$ cat src/rtl/serial_adder_pkg.sv
// serial_adder_pkg: state encodings and counter sizing shared by the serial adder.
package serial_adder_pkg;

    typedef enum logic [1:0] {
        IDLE = 2'd0,
        RUN  = 2'd1,
        DONE = 2'd2
    } state_t;

    function automatic int cnt_w(input int w);
        return $clog2(w) + 1;
    endfunction

endpackage

$ cat src/rtl/fulladd.sv
// fulladd: single-bit full adder cell.
module fulladd (
    input  logic x,
    input  logic y,
    input  logic z,
    output logic sum,
    output logic cout
);

    assign sum  = x ^ y ^ z;
    assign cout = (x & y) | (z & (x ^ y));

endmodule

$ cat src/rtl/serial_adder.sv
// serial_adder: LSB-first bit-serial adder over one fulladd cell.
// SERIAL_ADDER_OVF_EN adds the signed-overflow output ovf.
module serial_adder
    import serial_adder_pkg::*;
#(
    parameter int WIDTH = 8
) (
    input  logic             clk,
    input  logic             rst,
    input  logic             start,
    input  logic [WIDTH-1:0] a,
    input  logic [WIDTH-1:0] b,
    input  logic             cin,
    output logic             busy,
    output logic             done,
    output logic [WIDTH-1:0] sum,
    output logic             cout
`ifdef SERIAL_ADDER_OVF_EN
    ,
    output logic             ovf
`endif
);

    localparam int CW = cnt_w(WIDTH);

    state_t           state_q, state_d;
    logic [WIDTH-1:0] a_q, a_d, b_q, b_d, s_q, s_d, sum_q, sum_d;
    logic             carry_q, carry_d, cout_q, cout_d;
    logic [CW-1:0]    cnt_q, cnt_d;
    logic             fa_s, fa_c, last;
`ifdef SERIAL_ADDER_OVF_EN
    logic             ovf_q, ovf_d;
`endif

    fulladd u_fa (
        .x    (a_q[0]),
        .y    (b_q[0]),
        .z    (carry_q),
        .sum  (fa_s),
        .cout (fa_c)
    );

    assign last = cnt_q == CW'(WIDTH - 1);

    always_comb begin
        state_d = state_q;
        a_d     = a_q;
        b_d     = b_q;
        s_d     = s_q;
        carry_d = carry_q;
        cnt_d   = cnt_q;
        sum_d   = sum_q;
        cout_d  = cout_q;
`ifdef SERIAL_ADDER_OVF_EN
        ovf_d   = ovf_q;
`endif
        case (state_q)
            IDLE: if (start) begin
                a_d     = a;
                b_d     = b;
                carry_d = cin;
                s_d     = '0;
                cnt_d   = '0;
                state_d = RUN;
            end
            RUN: begin
                a_d     = a_q >> 1;
                b_d     = b_q >> 1;
                s_d     = (s_q >> 1) | (WIDTH'(fa_s) << (WIDTH - 1));
                carry_d = fa_c;
                cnt_d   = cnt_q + CW'(1);
                if (last) begin
                    state_d = DONE;
                    sum_d   = s_d;
                    cout_d  = fa_c;
`ifdef SERIAL_ADDER_OVF_EN
                    // carry_q is still the carry into the MSB here
                    ovf_d   = carry_q ^ fa_c;
`endif
                end
            end
            default: state_d = IDLE;
        endcase
    end

    always_ff @(posedge clk or posedge rst) begin
        if (rst) begin
            state_q <= IDLE;
            a_q     <= '0;
            b_q     <= '0;
            s_q     <= '0;
            carry_q <= 1'b0;
            cnt_q   <= '0;
            sum_q   <= '0;
            cout_q  <= 1'b0;
`ifdef SERIAL_ADDER_OVF_EN
            ovf_q   <= 1'b0;
`endif
        end else begin
            state_q <= state_d;
            a_q     <= a_d;
            b_q     <= b_d;
            s_q     <= s_d;
            carry_q <= carry_d;
            cnt_q   <= cnt_d;
            sum_q   <= sum_d;
            cout_q  <= cout_d;
`ifdef SERIAL_ADDER_OVF_EN
            ovf_q   <= ovf_d;
`endif
        end
    end

    assign busy = state_q != IDLE;
    assign done = state_q == DONE;
    assign sum  = sum_q;
    assign cout = cout_q;
`ifdef SERIAL_ADDER_OVF_EN
    assign ovf  = ovf_q;
`endif

endmodule

$ cat config.mk
export PLATFORM = sky130hd
export DESIGN_NAME = serial_adder
export DESIGN_NICKNAME = d
export VERILOG_FILES = /design/src/rtl/serial_adder_pkg.sv /design/src/rtl/fulladd.sv /design/src/rtl/serial_adder.sv
export SDC_FILE = /design/constraint.sdc
export NUM_CORES = 1
export LEC_CHECK = 0
export BUFFER_PORTS_ARGS = -buffer_cell sky130_fd_sc_hd__clkbuf_2
export CAP_MARGIN = 20
export CORE_UTILIZATION = 54
export DETAILED_ROUTE_END_ITERATION = 7
export PLACE_DENSITY = 0.84
export SYNTH_ARGS = -nofsm -noshare
export SYNTH_HDL_FRONTEND = slang
export SYNTH_HIERARCHICAL = 1
export SYNTH_SLANG_ARGS = --single-unit
$ cat constraint.sdc
create_clock -name clk -period 1.7 [get_ports clk]
set_input_delay 0.34 -clock clk [delete_from_list [all_inputs] [get_ports clk]]
set_output_delay 0.34 -clock clk [all_outputs]
set_load 0.01 [all_outputs]
* Word level (Yosys, flattened, before mapping)
Index checks and enable logic that the tools add are counted.
Word-level totals: register bits 40, logic and storage cells 39, bits of input ports 20
Cells by class: bitwise operators 6, add/sub/neg operators 1, equal/unequal tests 5, muxes and demuxes 13, reduce and logical (&&, ||, !) cells 6
Operators with widths (count):
- $pmux 8 s2 | 3
- $mux 8 | 3
- $or 7x8->8 | 1
- $pmux 4 s2 | 1
- $reduce_and 2->1 | 3
- $add 4x1->4 const B | 1
- $eq 4x3->1 const B | 1
- $mux 2 | 2
- $mux 4 | 1
- $ne 2x2->1 const B | 2
- $pmux 2 s2 | 1
- $reduce_bool 2->1 | 2
- $and 1x1->1 | 2
- $eq 2x1->1 const B | 1
- $eq 2x2->1 const B | 1
- $logic_not 2->1 | 1
- $pmux 1 s2 | 1
- $xor 1x1->1 | 2
- $mux 1 | 1
- $or 1x1->1 | 1

* Longest topological paths before layout
depth after elaboration 4, gate-level depth with buffers 4, depth with buffers taken out 4

* Modules after synthesis
Netlist, hierarchy kept.
By module, submodules not included:
- serial_adder | cells each 149, times used 1, area an instance 1665.3 um2
- fulladd | cells each 1, times used 1, area an instance 20.0 um2

* Worst setup path before layout
OpenSTA, ideal clock, no wires.
path type flip-flop to flip-flop, start register state_q[1], end register cout_q (netlist: cout), required time 1575 ps, setup time 125 ps, path slack 267 ps, stages on the path, launching flop included 4, buffers on the path 0, arrival 1309 ps, period minus slack after synthesis 1433 ps, cell sequence dfrtp_1 nand2b_2 nor3_4 mux2_2
Between the ends: cells in the longest elaborated chain, start to end 2
RTL lines:
- from (decl) | line serial_adder.sv:26 | state_t state_q, state_d;
- from (signal assigned) | line serial_adder.sv:100 | state_q <= state_d;
- $eq 2x1->1 | line serial_adder.sv:57 | case (state_q)
- $reduce_and 2->1 (no line)
- to (signal assigned) | line serial_adder.sv:107 | cout_q <= cout_d;
- to (decl) | line serial_adder.sv:28 | logic carry_q, carry_d, cout_q, cout_d;
Every way passes these cells. A chain may end at the register's enable or synchronous reset.

* Final worst setup path
start register state_q[1], end output port busy
Between the ends: cells in the longest elaborated chain, start to end 1
RTL lines:
- $reduce_bool 2->1 | line serial_adder.sv:114 | assign busy = state_q != IDLE;
- to (decl) | line serial_adder.sv:14 | output logic busy,
Every way passes these cells.

==> reports/metrics.csv <==
metric,value,unit
outcome,finished with violations,
failing checks,DRC,
FF-to-FF setup slack,140,ps
num ports,31,
GRT overflow,0,
top_reg_cell synth,dfrtp_1,
largest buffer count on any clock path,2,
Mapped Nets,172,
Worst Path Required,1360,ps
Synth warnings,6,
final setup fails,0,
worst skew pair latency,350,ps
first-pass GRT wire length,6310,um
Post-synth ARST share,100,%
post-route worst setup slack,34.3,ps
Placement Rows,19,
multi-input logic area,678,um2
Syn Inst Count,150,
CP Launch Type,register,
ant diodes,0,
input/output buffers,30,
Final Slew Violations,0,
Crit. Startpoint,state_q[1]$_DFFE_PP0P_,
die area,3350,um2
post-synth top area share,57.9,%
total wire length,3710,um
cell taking the most area after synthesis,dfrtp_1,
layout cell share with drive strength beyond 1,33.0,%
Slew HR,58.8,%
Residual DRC,1,
Syn Area/Cell,11.2,um2
worst hold path class,in -> async,
initial drt markers,39,
dominant cell by count in the synthesized netlist,dfrtp_1,
placed cell area,1880,um2
met3 Usage GRT,7.81,%
Synth Register Bits,39,
reg2reg end,sum[4]$_DFFE_PP0P_,
# hold bufs at CTS,0,
worst r2r src,cnt_q[0]$_DFFE_PP0P_,
Fillers,195,
final hold vios,0,
Synth Cell Area,1690,um2
"Design Area, Final",2040,um2
register area,977,um2
nets@finish,212,
Core ar.,2850,um2
Worst VDD drop,1.25,mV
Avg WL per Cell,16.7,um
RSZ-0062 raised after global routing,false,
CTS sink cnt,39,
Tcrit/Tclk final,98.0,%
Routed Antenna Nets,0,
busiest grt layer,met2,
Clock Skews,2.53,ps
CTS root buf,clkbuf_4,
Die H,57.9,um
total number of vias,1335,
Unique masters post-synth,23,
M1 GR Usage,34.8,%
Setup TNS,0,ps
"Power, Total",3620,uW
critical path endpoint,busy,
Post-synth top cells,"39 x dfrtp_1, 18 x nand2_1, 18 x o21ai_0",
Worst setup EP type,output pin,
Area contributors post-synth,"dfrtp_1 58%, mux2_2 6.0%, o21ai_0 5.3%, a22o_1 4.2%, nand2_1 4.0%",
achievable frequency,600,MHz
Crit Path Class,reg -> out,
Die X,57.9,um
HPWL after DPL,2290,um
Worst EP arrival,1330,ps
clock slew seen by the registers of the worst setup and hold paths,110,ps
"EDFF count, synth",0,
DP Worst Slack,27.0,ps
GR Util met2,39.7,%
Area Growth Syn to Fin,21.3,%
H-tree levels,2,
register area share after synthesis,57.9,%
Pwr Density,1770,nW/um2
initial antenna violation count,0,
gr usage total,25.7,%
largest net degree at the start of global routing,40,
Reg2Reg Depth,5,
GP Congestion,0.760,
TritonCTS buffer count,5,
drt pass-1 iters,6,
Pleak,0.000983,uW
Via-to-Cell Ratio,6.01,
max_cap viols,0,
vias in the first global route,1361,
CTS tree,built,
slew at the pin closest to its max-slew limit,616,ps
"Max FO, Critical Path",22,
Initial Util,59.1,%
post-layout min period,1670,ps
[state kept, by name, summed over array words and instances, names as in the netlist]
name and cells:
a_q 8, b_q 8, sum 8, s_q 7
cnt_q 4, state_q 2, carry_q 1, cout 1
[power breakdown]
group,total (uW),switching [uW],internal (uW)
Combinational,1580,772,806
Clock,469,310,160
Sequential,1570,270,1300
Total,3620,1350,2270
[through the flow]
stage / cells / hold WS [ps] / utilization [%]
2_1_floorplan: 150 / 442 / -
3_3_place_gp: 207 / 452 / 65.8
3_5_place_dp: 207 / 462 / 65.8
4_1_cts: 220 / 78.3 / 70.4
5_1_grt: 222 / 105 / 71.7
6_report: 222 / 56.6 / 71.7
[cell usage in the layout, fill, tap and decap left out]
cell type / instances
o21ai_0: 18
nor3_4: 1
ha_1: 1
nor2_1: 2
inv_1: 2
dfrtp_2: 1
clkinv_2: 1
a22o_1: 8
nand2b_2: 1
nor2b_1: 6
mux2_2: 9
bufbuf_16: 1
clkinvlp_4: 1
a21oi_1: 3
clkbuf_1: 1
a22oi_1: 7
buf_12: 1
o21bai_4: 1
a32o_1: 1
o31ai_1: 1
buf_6: 1
buf_8: 1
nand2_1: 18
fa_1: 1
a31oi_1: 9
buf_4: 8
dfrtp_1: 38
mux2i_1: 1
and2_1: 10
clkbuf_2: 30
or2_4: 1
nand3_1: 1
clkbuf_4: 5
[how the worst min path moves through the flow]
| stage | start | end | slack (ps) | cells past startpoint |
|---|---|---|---|---|
| after global routing | rst | state_q[1]$_DFFE_PP0P_ | 110 | 3 |
| after global placement | rst | a_q[4]$_DFFE_PP0P_ | 450 | 3 |
| after floorplan | a_q[1]$_DFFE_PP0P_ | a_q[1]$_DFFE_PP0P_ | 440 | 2 |
| final | rst | a_q[3]$_DFFE_PP0P_ | 60 | 3 |
| after detailed placement | rst | a_q[4]$_DFFE_PP0P_ | 460 | 3 |
| after CTS | rst | state_q[0]$_DFFE_PP0P_ | 80 | 3 |
[worst max-delay path, cell delays in order, from the launching register on]
cell and delay [ps]:
dfrtp_1 440, buf_6 180, or2_4 230, clkbuf_2 120
[timing repair]
| action | CTS | global route |
|---|---|---|
| buffers inserted | 4 | 2 |
| cloned | 1 | 0 |
| setup endpoints to repair | 2 | 35 |
| hold endpoints to repair | 0 | 0 |
| pin swaps | 0 | 1 |
| resized for setup | 4 | 2 |
[logic make-up after synthesis]
family	share of synthesized area [%]
AOI/OAI and AO/OA	18.6
muxes	6.61
buffers and inverters	2.45
adders and majority gates	1.93
and+or+nand+nor	12.5
DFF	57.9
[final cells by class]
class	count	share of cell area [%]
inverters	2	0.367
clock inverters	2	0.612
flip-flops and latches	39	47.8
clock buffers	6	2.02
well taps	31	1.90
repair buffers	42	14.1
multi-input cells	100	33.2
[layer usage]
layer	part of all wire [%]	vias to the layer above	wire length, um
li1	-	612	-
met1	45	675	1650
met2	49	38	1800
met3	4.8	10	180
met4	2.0	0	75
met5	0	-	0
(Power assumes the default switching activity.)
